`config.mk`:
```
export PLATFORM = sky130hd
export DESIGN_NAME = vga_sync_monitor
export DESIGN_NICKNAME = d
export VERILOG_FILES = /design/src/rtl/vga_sync_monitor.sv
export SDC_FILE = /design/constraint.sdc
export NUM_CORES = 1
export LEC_CHECK = 0
export CELL_PAD_IN_SITES_DETAIL_PLACEMENT = 1
export CELL_PAD_IN_SITES_GLOBAL_PLACEMENT = 2
export CORE_AREA = 2 2 134 136
export CTS_BUF_LIST = sky130_fd_sc_hd__clkbuf_4
export DETAILED_ROUTE_END_ITERATION = 6
export DIE_AREA = 0 0 136 138
export GPL_TIMING_DRIVEN = 0
export PLACE_DENSITY = 0.79
export SLEW_MARGIN = 30
export SYNTH_ARGS = -nofsm -noshare
export SYNTH_HDL_FRONTEND = slang
export SYNTH_SLANG_ARGS = --single-unit
```
`constraint.sdc`:
```
create_clock -name i_clk -period 4.1 [get_ports i_clk]
set_input_delay 0.82 -clock i_clk [delete_from_list [all_inputs] [get_ports i_clk]]
set_output_delay 0.82 -clock i_clk [all_outputs]
set_load 0.005 [all_outputs]
```
`src/rtl/vga_sync_monitor.sv`:
```
// vga_sync_monitor: recovers pixel position from received VGA syncs, tracks
// timing lock, and captures the colour of one probed pixel on request.
//
// Probe handshake: the requester raises i_probe_req with i_probe_x/i_probe_y
// stable and keeps it high. When that pixel is sampled while locked,
// o_probe_ack pulses for one clock together with the new o_probe_rgb. A
// further ack needs i_probe_req to be seen low for at least one clock first.
// Dropping i_probe_req before the match cancels the request. Losing lock
// leaves the request pending.
//
// o_dbg_state mirrors the lock FSM: 0 = SEARCH, 1 = ACQUIRE, 2 = LOCKED.
module vga_sync_monitor #(
  parameter int unsigned H_TOTAL  = 800,
  parameter int unsigned H_SYNC   = 96,
  parameter int unsigned H_START  = 144,
  parameter int unsigned H_ACTIVE = 640,
  parameter int unsigned V_TOTAL  = 525,
  parameter int unsigned V_SYNC   = 2,
  parameter int unsigned V_START  = 35,
  parameter int unsigned V_ACTIVE = 480
) (
  input  logic        i_clk,
  input  logic        i_rst_n,
  input  logic        i_pix_stb,
  input  logic        i_hs,
  input  logic        i_vs,
  input  logic [3:0]  i_r,
  input  logic [3:0]  i_g,
  input  logic [3:0]  i_b,
  input  logic        i_probe_req,
  input  logic [9:0]  i_probe_x,
  input  logic [8:0]  i_probe_y,
  output logic [9:0]  o_x,
  output logic [8:0]  o_y,
  output logic        o_de,
  output logic        o_locked,
  output logic        o_err_h,
  output logic        o_err_v,
  output logic [15:0] o_frame_cnt,
  output logic        o_probe_ack,
  output logic [11:0] o_probe_rgb,
  output logic [1:0]  o_dbg_state
);

  typedef enum logic [1:0] {
    ST_SEARCH  = 2'd0,
    ST_ACQUIRE = 2'd1,
    ST_LOCKED  = 2'd2
  } state_e;

  localparam logic [9:0] CNT_MAX     = 10'h3FF;
  localparam logic [9:0] H_LAST      = 10'(H_TOTAL - 1);
  localparam logic [9:0] H_SYNC_LAST = 10'(H_SYNC - 1);
  localparam logic [9:0] H_FIRST     = 10'(H_START);
  localparam logic [9:0] H_END       = 10'(H_START + H_ACTIVE - 1);
  localparam logic [9:0] V_LAST      = 10'(V_TOTAL - 1);
  localparam logic [9:0] V_SYNC_LAST = 10'(V_SYNC - 1);
  localparam logic [9:0] V_FIRST     = 10'(V_START);
  localparam logic [9:0] V_END       = 10'(V_START + V_ACTIVE - 1);
  localparam logic [8:0] V_FIRST9    = 9'(V_START);

  state_e      state_q, state_d;
  logic [1:0]  good_q, good_d;
  logic        hs_prev_q, hs_prev_d;
  logic        vs_prev_q, vs_prev_d;
  logic        h_seen_q, h_seen_d;
  logic        v_seen_q, v_seen_d;
  logic [9:0]  h_cnt_q, h_cnt_d;
  logic [9:0]  v_cnt_q, v_cnt_d;
  logic        err_h_q, err_h_d;
  logic        err_v_q, err_v_d;
  logic [15:0] frame_cnt_q, frame_cnt_d;
  logic        de_q, de_d;
  logic [9:0]  x_q, x_d;
  logic [8:0]  y_q, y_d;
  logic        ack_q, ack_d;
  logic [11:0] rgb_q, rgb_d;
  logic        ack_block_q, ack_block_d;

  logic        hs_fall, hs_rise, vs_fall, vs_rise;
  logic        err_h_now, err_v_now;
  logic [9:0]  h_next, v_next;
  logic        locked, pix_de, probe_hit;
  logic [9:0]  pix_x;
  logic [8:0]  pix_y;

  // Sync edge detection, position counters and line/frame length checks.
  always_comb begin
    hs_fall   = i_pix_stb && hs_prev_q && !i_hs;
    hs_rise   = i_pix_stb && !hs_prev_q && i_hs;
    // vs is only looked at on the strobe that starts a line.
    vs_fall   = hs_fall && vs_prev_q && !i_vs;
    vs_rise   = hs_fall && !vs_prev_q && i_vs;
    h_next    = hs_fall ? 10'd0 : ((h_cnt_q == CNT_MAX) ? h_cnt_q : h_cnt_q + 10'd1);
    v_next    = v_cnt_q;
    if (hs_fall) begin
      v_next = vs_fall ? 10'd0 : ((v_cnt_q == CNT_MAX) ? v_cnt_q : v_cnt_q + 10'd1);
    end
    hs_prev_d = i_pix_stb ? i_hs : hs_prev_q;
    vs_prev_d = hs_fall ? i_vs : vs_prev_q;
    h_cnt_d   = i_pix_stb ? h_next : h_cnt_q;
    v_cnt_d   = v_next;
    err_h_now = h_seen_q && ((hs_fall && (h_cnt_q != H_LAST)) ||
                             (hs_rise && (h_cnt_q != H_SYNC_LAST)));
    err_v_now = v_seen_q && ((vs_fall && (v_cnt_q != V_LAST)) ||
                             (vs_rise && (v_cnt_q != V_SYNC_LAST)));
    err_h_d   = err_h_now;
    err_v_d   = err_v_now;
  end

  // Lock FSM: next state, good-frame count, locked frame count, check enables.
  always_comb begin
    state_d     = state_q;
    good_d      = good_q;
    frame_cnt_d = frame_cnt_q;
    h_seen_d    = h_seen_q;
    v_seen_d    = v_seen_q;
    case (state_q)
      ST_SEARCH: begin
        if (vs_fall) begin
          state_d = ST_ACQUIRE;
          good_d  = 2'd0;
        end
      end
      ST_ACQUIRE: begin
        if (err_h_q || err_v_q) begin
          state_d = ST_SEARCH;
        end else if (vs_fall) begin
          // A frame ending in an error at its own closing edge is not good.
          if (err_h_now || err_v_now) begin
            state_d = ST_SEARCH;
          end else begin
            good_d = good_q + 2'd1;
            if (good_q == 2'd1) state_d = ST_LOCKED;
          end
        end
      end
      ST_LOCKED: begin
        if (vs_fall) frame_cnt_d = frame_cnt_q + 16'd1;
        if (err_h_q || err_v_q) state_d = ST_SEARCH;
      end
      default: state_d = ST_SEARCH;
    endcase
    // Re-entering SEARCH re-arms the "first edge" suppression of the checks.
    if ((state_d == ST_SEARCH) && (state_q != ST_SEARCH)) begin
      h_seen_d = 1'b0;
      v_seen_d = 1'b0;
    end else begin
      if (hs_fall) h_seen_d = 1'b1;
      if (vs_fall) v_seen_d = 1'b1;
    end
  end

  // Active-region position of the sampled pixel and probe capture.
  always_comb begin
    locked      = (state_q == ST_LOCKED);
    pix_de      = locked && (h_next >= H_FIRST) && (h_next <= H_END) &&
                  (v_next >= V_FIRST) && (v_next <= V_END);
    pix_x       = pix_de ? (h_next - H_FIRST) : 10'd0;
    pix_y       = pix_de ? (v_next[8:0] - V_FIRST9) : 9'd0;
    de_d        = i_pix_stb ? pix_de : de_q;
    x_d         = i_pix_stb ? pix_x : x_q;
    y_d         = i_pix_stb ? pix_y : y_q;
    probe_hit   = i_pix_stb && i_probe_req && !ack_block_q && pix_de &&
                  (pix_x == i_probe_x) && (pix_y == i_probe_y);
    ack_d       = probe_hit;
    rgb_d       = probe_hit ? {i_r, i_g, i_b} : rgb_q;
    ack_block_d = probe_hit ? 1'b1 : (i_probe_req ? ack_block_q : 1'b0);
  end

  // State register; everything clears asynchronously on reset.
  always_ff @(posedge i_clk or negedge i_rst_n) begin
    if (!i_rst_n) begin
      state_q     <= ST_SEARCH;
      good_q      <= 2'd0;
      hs_prev_q   <= 1'b1;
      vs_prev_q   <= 1'b1;
      h_seen_q    <= 1'b0;
      v_seen_q    <= 1'b0;
      h_cnt_q     <= 10'd0;
      v_cnt_q     <= 10'd0;
      err_h_q     <= 1'b0;
      err_v_q     <= 1'b0;
      frame_cnt_q <= 16'd0;
      de_q        <= 1'b0;
      x_q         <= 10'd0;
      y_q         <= 9'd0;
      ack_q       <= 1'b0;
      rgb_q       <= 12'd0;
      ack_block_q <= 1'b0;
    end else begin
      state_q     <= state_d;
      good_q      <= good_d;
      hs_prev_q   <= hs_prev_d;
      vs_prev_q   <= vs_prev_d;
      h_seen_q    <= h_seen_d;
      v_seen_q    <= v_seen_d;
      h_cnt_q     <= h_cnt_d;
      v_cnt_q     <= v_cnt_d;
      err_h_q     <= err_h_d;
      err_v_q     <= err_v_d;
      frame_cnt_q <= frame_cnt_d;
      de_q        <= de_d;
      x_q         <= x_d;
      y_q         <= y_d;
      ack_q       <= ack_d;
      rgb_q       <= rgb_d;
      ack_block_q <= ack_block_d;
    end
  end

  assign o_x         = x_q;
  assign o_y         = y_q;
  assign o_de        = de_q;
  assign o_locked    = (state_q == ST_LOCKED);
  assign o_err_h     = err_h_q;
  assign o_err_v     = err_v_q;
  assign o_frame_cnt = frame_cnt_q;
  assign o_probe_ack = ack_q;
  assign o_probe_rgb = rgb_q;
  assign o_dbg_state = state_q;

endmodule

```
Word-level counts from Yosys, hierarchy flattened:

Cells that the tools add are included.

* bits in latches: 0
* memories: 0
* ROM bits: 0
* input bits: 37
* flip-flop bits (word level): 80
* word-level logic and storage cells: 109
* RAM bits: 0
* output and inout port bits: 54

* shift operators: 0
* add/subtract/negate cells: 6
* bitwise logic cells: 0
* reductions and logical operators: 41
* divide/modulo/power cells: 0
* magnitude comparators: 4
* equality and inequality tests: 16
* $mul: 0
* mux-type cells: 25

Operator list (number)
* $mux W10: 6
* $logic_and A1 B1 Y1: 24
* $add A10 B1 Y10 const B: 2
* $eq A10 B10 Y1 const B: 2
* $le A10 B10 Y1 const B: 2
* $mux W2: 10
* $ne A10 B10 Y1 const B: 2
* $add A16 B1 Y16 const B: 1
* $eq A10 B10 Y1: 1
* $ge A10 B6 Y1 const B: 1
* $ge A10 B8 Y1 const B: 1
* $ne A10 B1 Y1 const B: 1
* $ne A10 B7 Y1 const B: 1
* $sub A10 B8 Y10 const B: 1
* $eq A9 B9 Y1: 1
* $mux W9: 1
* $sub A9 B6 Y9 const B: 1
* $ne A2 B2 Y1 const B: 4
* $reduce_bool A2 Y1: 4
* $mux W1: 6
* $pmux W2 S3: 1
* $logic_not A1 Y1: 5
* $reduce_and A5 Y1: 1
* $eq A2 B1 Y1 const B: 2
* other kinds (7): 11

Logic depth before layout (Yosys ltp):

Gate-level depths: netlist of run 1.

* depth after elaboration: 15
* mapped depth: 19
* mapped depth without buffers: 15

Worst setup path before layout of run 1:

Ideal clock, no wire load.

* path kind: input port to flip-flop
* start: in i_hs
* end: reg rgb_q[10] (netlist: o_probe_rgb[10])
* stages: 18
* setup slack: -0.253 ns
* path buffers: 5
* arrival: 4.228 ns
* required time: 3.975 ns
* library setup time: 0.125 ns
* cell sequence: and3b_1 > buf_2 > buf_2 > o311ai_2 > mux2i_1 > ha_1 > a21oi_1 > o31ai_1 > or2_1 > clkbuf_1 > a2111o_1 > and4_1 > clkbuf_1 > a211o_1 > a22oi_1 > nand4b_2 > buf_6 > mux2_4

* word-level cells in the longest chain between the ends: 13
* elaborated cells on any way between the ends: 24
* those cells by class: 2 x add/sub; 4 x order compare; 2 x eq/ne; 5 x mux; 11 x reduce/logical

RTL lines
* from (decl): RTL line 25 `input logic i_hs,`
* $logic_not A1 Y1 (*): RTL line 89 `hs_fall = i_pix_stb && hs_prev_q && !i_hs;`
* $logic_and A1 B1 Y1 (*): RTL line 89
* $logic_and A1 B1 Y1 (2 in a row): RTL line 92 `vs_fall = hs_fall && vs_prev_q && !i_vs;`
* $mux W10: RTL line 97 `v_next = vs_fall ? 10'd0 : ((v_cnt_q == CNT_MAX) ? v_cnt_q : v_cnt_q + 10'd1);`
* $mux W10 (*): RTL line 96 `if (hs_fall) begin`
* net v_cnt_d[0]: RTL line 69 `logic [9:0] v_cnt_q, v_cnt_d;`
* $ge A10 B6 Y1: RTL line 158 `(v_next >= V_FIRST) && (v_next <= V_END);`
* $logic_and A1 B1 Y1: RTL line 157 `pix_de = locked && (h_next >= H_FIRST) && (h_next <= H_END) &&`
* $logic_and A1 B1 Y1: RTL line 158
* $mux W10: RTL line 159 `pix_x = pix_de ? (h_next - H_FIRST) : 10'd0;`
* $eq A10 B10 Y1: RTL line 165 `(pix_x == i_probe_x) && (pix_y == i_probe_y);`
* $logic_and A1 B1 Y1: RTL line 164 `probe_hit = i_pix_stb && i_probe_req && !ack_block_q && pix_de &&`
* $logic_and A1 B1 Y1 (*): RTL line 165
* to (signal assigned): RTL line 207 `rgb_q <= rgb_d;`
* to (decl): RTL line 77 `logic [11:0] rgb_q, rgb_d;`

Mark *: on every way through the listed nets, which the timed path passes. The rest lies on a longest branch.
A chain may end at the register's enable or synchronous reset.

Worst setup path after layout of run 1:

* start: reg v_cnt_q[0]
* end: reg rgb_q[6] (netlist: o_probe_rgb[6])

* word-level cells in the longest chain between the ends: 11
* elaborated cells on any way between the ends: 17
* those cells by class: 2 x add/sub; 2 x order compare; 3 x eq/ne; 5 x mux; 5 x reduce/logical

RTL lines
* from (decl): RTL line 69
* from (signal assigned): RTL line 199 `v_cnt_q <= v_cnt_d;`
* $add A10 B1 Y10 or $eq A10 B10 Y1 (tied branches): RTL line 97
* $mux W10 (2 in a row): RTL line 97
* $mux W10 (*): RTL line 96
* net v_cnt_d[0]: RTL line 69
* $ge A10 B6 Y1: RTL line 158
* $logic_and A1 B1 Y1: RTL line 157
* $logic_and A1 B1 Y1: RTL line 158
* $mux W10: RTL line 159
* $eq A10 B10 Y1: RTL line 165
* $logic_and A1 B1 Y1: RTL line 164
* $logic_and A1 B1 Y1 (*): RTL line 165

Marks and branches as above.

==> out/results.txt, run 1 <==
The number of placed instances with taps included was 877. TritonCTS built the clock tree. Broken down by cell family, the worst path's largest delay share belongs to compound AO/OA/AOI/OAI gates. The H-tree generated during clock tree synthesis spans 3 levels.

Of the post-synthesis cell area, the part taken by muxes is 5.250%. For the worst setup path, the data arrival time is 4470 ps. Static leakage power: 2.944 nW.

The post-synthesis share of cell area spent on xor and xnor gates is 5.937%, and the worst slew margin relative to its limit is 57.51%. The proportion of synthesized chip area in sequential cells is 39.30%. Setup repair after global routing could not meet its margin everywhere. The later pin in the worst-skew pair is clocked with a latency of 480 ps.

In the synthesized netlist, the number of instances is 557. The flow ran to the end, and the final reports show no timing, DRC or antenna violations. The tools report the count of pins over their slew limit as 0.

The final layout contains 735 nets. The required time of the critical path is 4470 ps, and the synthesized flop and latch total is 80. The congestion estimate from routability-driven global placement came to 0.8730. Detailed placement ended at an HPWL of 13060 um. A synthesized cell averages 9.156 um^2. For this design, the CTS-stage hold fixing added 0 buffers.

For this run, design rule violations remaining after detail routing come to 0. Wire length per cell after detailed routing: 19.06 um. In the final layout, the share of cells above drive strength 1 is 20.81%. The clock passes through at most 2 buffers. The synthesized netlist contains 78 unique library cells. For this configuration, the core starts out at a cell density of 29.09%. Counting flops with a built-in enable in the synthesized netlist gives 0. The critical path is of the reg2reg type. The kind of end point of the critical path was a flop. The count of buffering cells on the critical path with inverters included was 5. The core region is 0.01753 mm^2. The chip height works out to 138 um. The most used standard cell by instance count after synthesis is dfrtp_1. Summing the areas of all and, or, nand and nor instances in the mapped netlist gives 21.07% of the synthesized area. The combinational family with the most area after synthesis was simple AND/OR/NAND/NOR gates. Yosys printed 0 warnings. The largest fanout on the critical path is 5. VDD sags by at most 138.3 uV. For the pin with the worst max-slew slack, the measured transition is 630.7 ps. The logs give 244.1 MHz for the maximum clock rate and 2050 for the count of fill cells added during filler insertion. Yosys attributes the largest share of cell area to dfrtp_1 (38%), xnor2_1 (3.8%), nand2_1 (3.7%). The die footprint is 0.01877 mm^2. Cell taking the most area after synthesis: dfrtp_1. The accumulated negative setup slack was 0 ps. Clock-pin slew was measured on the worst setup and hold paths at 160 ps.

The global-route wire length before repair is 28330 um, and the share of the synthesized area in the top cell type is 38.27%. STA classifies the critical path startpoint as a flop. The number of rows in the core area is 49.

Initial antenna violation count: 1. The remaining antenna violation count after routing was 0; the reported max-cap violation count was 0. The number of I/O pins is 91. The final instance count without filler cells was 922.

Dominant register cell in the synthesized netlist: dfrtp_1. The type of the tightest min-delay check was in2async. Share of synthesized flip-flops with an asynchronous set or reset: 100.0%. The total non-filler cell area in the finished layout was 0.006987 mm^2; the overall die width was 136 um. Buffer type at the clock tree root: clkbuf_4.

Global-route total usage across every layer: 19.09%. On the worst path, the slowest cell contributes a delay of 460 ps. The synthesized netlist devotes 2.699% of its cell area to adder and majority cells.

For the total via count after detailed routing, the log shows 4889. The share of the synthesized area in compound gates (AO/OA/AOI/OAI) was 19.01%; the time the worst path needs with I/O delays and setup was 4096 ps. Number of buffers inserted during clock tree synthesis: 9. The synthesized area is 0.005100 mm^2.

The net count after synthesis came out at 605. Total setup violations reported at the end of the flow: 0. The run gives 220 as the violation count after the first detailed-routing iteration. The final wirelength was 17570 um. The final hold violation count is 0. Summing all placed instances gives a cell area of 0.006387 mm^2. The slowest stage of the critical path belongs to the cell or4_1. Input and output buffers added on the ports amount to 90. Across the routed clock network, the largest skew measured is 18.95 ps.

Compared with the post-synthesis result, the final layout area differs by 37.00%. Sorting the synthesized cells by how often they occur yields dfrtp_1 (78), nand2_1 (50), inv_1 (44). The via count of the first global-routing pass was 5272.

The share of the cycle needed by the critical path after routing is 99.90%, and the average vias per placed instance is 5.303. Traced cell by cell, the critical path runs through ha_2 > nand4_1 > o311ai_4 > mux2i_4 > buf_6 > inv_4 > ha_4 > inv_2 > a211o_1 > o41ai_4 > nand4_1 > or4_1 > a211oi_2 > nand4b_4 > buf_12 > buf_12 > mux2_4. After global routing the overflow that remains totals 0. The clock drives 80 sinks. The pin count of the biggest net entering global routing is 61, and the power per cell area is 365.6 mW/mm^2. The tools report the number of iterations in the first detailed-routing pass as 4.

Final hold analysis gives a worst-case slack of 161.0 ps.
[worst paths after layout]
path / startpoint / endpoint / slack (ps) / cells past startpoint
min in group i_clk: o_frame_cnt[15]$_DFFE_PN0P_ / o_frame_cnt[15]$_DFFE_PN0P_ / 490 / 1
setup / recovery: v_cnt_q[0]$_DFF_PN0_ / o_probe_rgb[6]$_DFFE_PN0P_ / 4 / 17
setup reg to reg: v_cnt_q[0]$_DFF_PN0_ / o_probe_rgb[6]$_DFFE_PN0P_ / 4 / 17
hold reg to reg: o_frame_cnt[15]$_DFFE_PN0P_ / o_frame_cnt[15]$_DFFE_PN0P_ / 490 / 1
max in group asynchronous: i_rst_n / hs_prev_q$_DFFE_PN1P_ / 3310 / 2
hold / removal: i_rst_n / o_frame_cnt[2]$_DFFE_PN0P_ / 160 / 1
[cells in the final DEF (no fill, tap or decap), drive strengths merged, types with 18 or more instances in the layout]
master and count:
nor2 30, o21ai 28, nor3 22, dfrtp 78
nand2 50, buf 52, xnor2 22, clkbuf 22
o22ai 21, mux2 19, clkdlybuf4s50 86, inv 48
nand3 18
[kinds of logic (layout without fill, tap and decap cells)]
family	Yosys count	after routing
buf+inv	81	216
other cells	0	1
fa+ha+maj	11	11
mux	21	21
simple gates	198	198
flops	80	80
compound gates	133	133
xor+xnor	33	33
[final cells by class]
type / instances / area [um^2] / share of cell area, %
clock inverters: 7 / 56.30 / 0.8059
diodes: 1 / 2.502 / 0.03582
multi-input cells: 396 / 2975 / 42.59
plain buffers: 30 / 197.7 / 2.830
repair buffers: 123 / 1214 / 17.37
well taps: 229 / 286.5 / 4.101
flip-flops and latches: 80 / 2006 / 28.71
inverters: 47 / 181.4 / 2.597
clock buffers: 9 / 67.56 / 0.9670
[through the flow]
step | total power (W) | util, % | setup WS [ps]
2_1_floorplan | 0.001577 | - | -19.21
3_3_place_gp | 0.001866 | 36.26 | -1268
3_5_place_dp | 0.001900 | 36.43 | -1346
4_1_cts | 0.002557 | 39.25 | -155.9
5_1_grt | 0.002724 | 39.85 | -138.8
6_report | 0.002555 | 39.85 | 4.037
[routing by layer]
| layer | up-vias | GRT usage, % | share of wire, % |
|---|---|---|---|
| met2 | 95 | 31.87 | 50 |
| met1 | 2464 | 25.10 | 45 |
| met3 | 25 | 2.640 | 3.0 |
| met4 | 0 | 6.853 | 1.9 |
| li1 | 2305 | - | - |
| met5 | - | 0 | 0 |
[where the power goes]
group / switching (W) / internal [W] / leakage (nW) / total (W)
clock: 0.000335 / 0.000132 / 0.0722 / 0.000467
combinational: 0.000678 / 0.000498 / 1.79 / 0.00118
sequential: 0.0000531 / 0.000859 / 1.08 / 0.000912
total: 0.00107 / 0.00149 / 2.94 / 0.00255
[flip-flops by register name (all words and copies together) (netlist names), 2 cells and up]
name and flops:
o_probe_rgb 12, good_q 2, o_frame_cnt 16, h_cnt_q 10, o_x 10, o_y 9, v_cnt_q 10, o_dbg_state 2
[what timing repair did]
action | in CTS | in global routing
resized for setup | 40 | 26
cloned | 1 | 0
pin swaps | 20 | 12
hold endpoints to repair | 0 | 0
buffers inserted | 25 | 7
setup endpoints to repair | 24 | 13
Note: power is estimated with default switching activity, not from simulation.
==> run 2: changes to the inputs <==
CTS_CLUSTER_SIZE = 14   (was default)
==> results of run 2 <==
The final DEF is identical to that of run 1; final timing and power are the same.
==> RTL change 1: new RTL, settings of run 2 <==
Put one more register stage on the output `o_frame_cnt`, without a reset. The value now appears one clock later. The other outputs are not delayed to match.
--- a/src/rtl/vga_sync_monitor.sv
+++ b/src/rtl/vga_sync_monitor.sv
@@ -217,3 +217,5 @@
   assign o_err_v     = err_v_q;
-  assign o_frame_cnt = frame_cnt_q;
+  always_ff @(posedge i_clk) begin
+    o_frame_cnt <= frame_cnt_q;
+  end
   assign o_probe_ack = ack_q;
Formal check against the unedited RTL: no difference found for any inputs over 10 cycles, from zero or initial values and one cycle with i_rst_n low; that may be too few to reach the edited logic, so the function may still have changed.
==> RTL change 1 against run 2 <==
Wire length is 2.2% lower. Clock power rose by 10%. Worst setup slack got worse by 0.00099 ns. Global-route usage down 0.63 points. Count of clock-buffer cells in the layout did not move. Area after synthesis rose by 4.1%. Sequential cell count grew 16. Sequential power increased by 20%. Power rose by 11%. Fmax about the same. Cell area grew 3.1%. Critical path depth decreased by 2. Critical endpoint is now o_probe_rgb[2].
==> RTL change 1: results (changes against run 2) <==
Clock transition at path regs 0.18 ns (+0.02 ns); largest incremental delay on the critical path 0.57 ns (+0.11 ns); DP Wirelength 12100 µm (-7.4%); count of placed standard cells in the final layout, fillers left out 889 (-3.6%); Synth Area in XOR/XNOR 0.0815 (+0.0222); top metal layer carrying routed signals met4; DR pass1 iterations 7 (+3); top post-synthesis cells by count 78 x dfrtp_1, 43 x nand2_1, 32 x nor2_1, 31 x inv_1, 22 x xnor2_1; net total in the final layout 702 (-4.5%); post-route worst hold slack 0.166 ns (+0.00473 ns); mux cell area share after synthesis 0.0528 (+0.000278); Slowest-stage cell, CP or4_4; filler cell count in the final layout 1978 (-3.5%); number of port buffers 89 (-1.1%); compound-gate portion of the synthesized area 0.160 (-0.0301); synthesized netlist cell count 523 (-6.1%); status complete, no violations; largest clock skew in the final design 0.0273 ns (+0.00833 ns); routed length on met1 7390 µm (-6.8%); syn nets 571 (-5.6%); GR Util met3 0.0473 (+0.0209); Async S/R FF share, synth 0.833 (-0.167); leakage power of the design 3.05 nW (+3.5%); Max FO, Critical Path 5 (unchanged); clock latency on the worst-skew pair 0.51 ns (+0.03 ns); Starting DRT DRC Count 284 (+29%); cell area after placement 0.00654 mm² (+2.4%); Clock Root Buffer clkbuf_4; type of the worst min-delay path in2async; cell type group with the largest total delay on the critical path simple AND/OR/NAND/NOR gates; top post-synthesis cells by area dfrtp_1 37%, dfxtp_1 6.0%, xnor2_1 3.6%, mux2_2 3.4%, nand2_1 3.0%; length of routed met2 wiring 8820 µm (+0.52%); register-to-register path setup slack between 0.003 and 0.004 ns; clock tree buffer depth 2 (unchanged); share of synthesized cell area in full adder, half adder and majority cells 0.0259 (-0.00107); vias after detailed routing 4668 (-4.5%); Slew Limit Headroom 0.423 (-0.152); CTS Buf Count 9 (unchanged); pin count of the biggest net entering global routing 50 (-18%); M1 GR Usage 0.234 (-0.0167); distinct cell type count of the synthesized netlist 83 (+6.4%); H-tree depth reported by CTS 3 (unchanged); share of Yosys cell area claimed by the top area cell type 0.368 (-0.0152); proportion of layout cells with a drive suffix above 1 0.238 (+0.0301); Period minus WS final 4.10 ns (+0.000989 ns); YS warnings 0 (unchanged); DR WL met3 642 µm (+22%); IR Drop Worst-Case VDD 0.192 mV (+39%); Placed Cells incl. Taps 842 (-4.0%); met2 Resource Use GR 0.312 (-0.00661); final weighted congestion in routability-driven placement 0.867 (-0.65%); detail-routed net length per standard cell 19.3 µm (+1.4%); number of antenna violations at the first check in global routing 1 (unchanged); global-route wire length before repair 27200 µm (-4.0%); share of the yosys chip area belonging to registers 0.438 (+0.0448); vias in the first global route 4982 (-5.5%); all-layer global routing usage 0.185 (-0.00633)
-- RTL change 1: cell types whose count changed after synthesis, moves of 6 or more --
cell	change
mux2_2	+6
buf_2	-6
dfxtp_1	+16
nand3_1	-8
o32ai_1	-7
mux2_1	+8
nand2_1	-7
nor3_1	-12
mux2_4	-9
inv_1	-13
o21ai_0	-8
-- RTL change 1: path summary, 6_finish.rpt --
check,start,end,cells past startpoint
setup / recovery,h_cnt_q[0],o_probe_rgb[2],15
hold / removal,i_rst_n,frame_cnt_q[3],1
setup reg to reg,h_cnt_q[0],o_probe_rgb[2],15
hold reg to reg,frame_cnt_q[15],o_frame_cnt[15],0
max in group asynchronous,i_rst_n,o_y[0],2
min in group i_clk,frame_cnt_q[15],o_frame_cnt[15],0
-- RTL change 1: stage by stage --
stage	setup slack, ns	power (W)
6_report	0.00305	0.00283
5_1_grt	-0.137	0.00301
4_1_cts	0.00709	0.00268
3_5_place_dp	-1.20	0.00209
3_3_place_gp	-1.14	0.00206
2_1_floorplan	-0.00670	0.00177
-- RTL change 1: area by class of cell --
type	count	area (µm²)	area share
Sequential cell	96	2330	0.324
Multi-Input combinational cell	368	3010	0.419
Tap cell	229	287	0.0398
Timing Repair Buffer	124	1170	0.163
Antenna cell	1	2.50	0.000347
Clock inverter	7	62.6	0.00869
Buffer	21	130	0.0181
Clock buffer	9	67.6	0.00938
Inverter	34	133	0.0184
-- RTL change 1: power by group --
group / leakage (nW) / internal, W / switching, W
Clock: 0.0758 / 0.000137 / 0.000377
Combinational: 1.76 / 0.000529 / 0.000691
Sequential: 1.21 / 0.00102 / 0.0000728
Total: 3.05 / 0.00168 / 0.00114
-- RTL change 1: repair_timing --
action	CTS	global route
gates resized for setup	27	44
gates cloned	1	0
setup buffers	14	19
endpoints found under the setup margin	24	13
pin swaps	5	18
hold buffers	0	0
==> RTL change 2: new RTL, config.mk and constraints of run 2 <==
Made on the original files. The parameter `V_TOTAL` goes from 525 to 512.
--- a/src/rtl/vga_sync_monitor.sv
+++ b/src/rtl/vga_sync_monitor.sv
@@ -16,3 +16,3 @@
   parameter int unsigned H_ACTIVE = 640,
-  parameter int unsigned V_TOTAL  = 525,
+  parameter int unsigned V_TOTAL  = 512,
   parameter int unsigned V_SYNC   = 2,
Behaviour: same outputs for any inputs over 10 cycles, from zero or initial values and one cycle with i_rst_n low; that may be too few to reach the edited logic, so the function may still have changed.
==> RTL change 2 against run 2 <==
Sequential cell count unchanged. Highest routed layer unchanged. Die area did not move. Synthesized cell count fell by 7.5%. Clock skew increased by 0.0099 ns. Area after synthesis decreased by 0.56%. Power shrank 3.6%. Worst setup slack improved by 0.076 ns. Cell area up 7.6%. Wire length about the same.
==> RTL change 2: results (changes against run 2) <==
global-route wire length before repair 27100 µm (-4.4%); Slew Limit Headroom 0.565 (-0.0106); cell area after placement 0.00635 mm² (-0.59%); Seq Cell Count 80 (unchanged); placement-stage worst setup slack -1.08 ns (+0.267 ns); distinct cell type count of the synthesized netlist 87 (+12%); leakage power of the design 3.28 nW (+11%); detail-routed net length per standard cell 19.3 µm (+1.4%); proportion of layout cells with a drive suffix above 1 0.293 (+0.0850); syn nets 562 (-7.1%); TNS Setup 0 ns (unchanged); net total in the final layout 721 (-1.9%); status complete, no violations; Starting DRT DRC Count 252 (+15%); IR Drop Worst-Case VDD 0.159 mV (+15%); pin count of the biggest net entering global routing 56 (-8.2%); Multi-input comb cells 393 (-0.76%); Placed Cells incl. Taps 835 (-4.8%); CLK BUF 11 (+2); Slowest-stage cell, CP or4_4; final weighted congestion in routability-driven placement 0.848 (-2.8%); Non-Filler Cell Area, Final 0.00752 mm² (+7.6%); Clock buf/inv share 0.0173 (-0.000416); layout buffer count excluding clock buffers 176 (+15%); clock latency on the worst-skew pair approximately 0.47 ns; all-layer global routing usage 0.183 (-0.00741); register fraction of the total cell area 0.268 (-0.0189); design internal power 0.00152 W (+2.0%); Logic pwr share 0.428 (-0.032); FF-to-FF Start h_cnt_q[2]; part of the total power dissipated in sequential elements 0.373 (+0.016); vias after detailed routing 4808 (-1.7%); DR pass1 iterations 6 (+2); filler cell count in the final layout 1965 (-4.1%); share of the yosys chip area belonging to registers 0.395 (+0.00223); arrival time of the worst setup path 4.39 ns (-0.08 ns); DP Wirelength 12300 µm (-6.0%); top post-synthesis cells by count 78 x dfrtp_1, 51 x nand2_1, 36 x nor2_1, 24 x o21ai_0, 20 x nor3_1; Net Sw Frac 0.383 (-0.0339); area of the multi-input gates 0.00335 mm² (+13%); number of antenna violations at the first check in global routing 1 (unchanged); Max FO, Critical Path 6 (+1); non-clock buffering overhead in the final layout 0.224 (+0.0216); synthesized netlist cell count 515 (-7.5%); count of placed standard cells in the final layout, fillers left out 909 (-1.4%); vias in the first global route 4914 (-6.8%); non-clock inverter total of the final layout 14 (-70%); cell type group with the largest total delay on the critical path buffers and inverters; largest incremental delay on the critical path 0.52 ns (+0.06 ns); largest clock skew in the final design 0.0288 ns (+0.00987 ns); worst setup path startpoint i_hs; Resized Gates After CTS 57 (+43%); top post-synthesis cells by area dfrtp_1 38%, nand2_1 3.8%, xnor2_1 3.3%, mux2_4 2.7%, nor2_1 2.7%
[RTL change 2: worst paths after layout]
path / to / slack, ns / cells after the start
worst min register to register: o_frame_cnt[15] / 0.49 / 1
worst max-delay path: o_probe_rgb[6] / 0.08 / 18
worst min-delay path: v_cnt_q[1] / 0.20 / 1
min in group i_clk: o_frame_cnt[15] / 0.49 / 1
max in group asynchronous: h_cnt_q[5] / 3.31 / 2
worst max register to register: o_probe_rgb[6] / 0.09 / 19
[RTL change 2: routing by layer]
metal	vias up	wire (µm)	GRT usage	share of wire
li1	2239	-	-	-
met1	2433	7420	0.245	0.42
met2	108	9060	0.301	0.52
met3	28	649	0.0275	0.037
met4	0	435	0.0641	0.025
met5	-	0	0	0
[RTL change 2: cells by family after synthesis]
family / after synthesis / synth area share
AOI/OAI and AO/OA: 119 / 0.185
and+or+nand+nor: 211 / 0.231
buffers and inverters: 42 / 0.0447
xor gates and xnor gates: 32 / 0.0664
muxes: 21 / 0.0528
DFF: 80 / 0.395
adders and majority gates: 10 / 0.0247
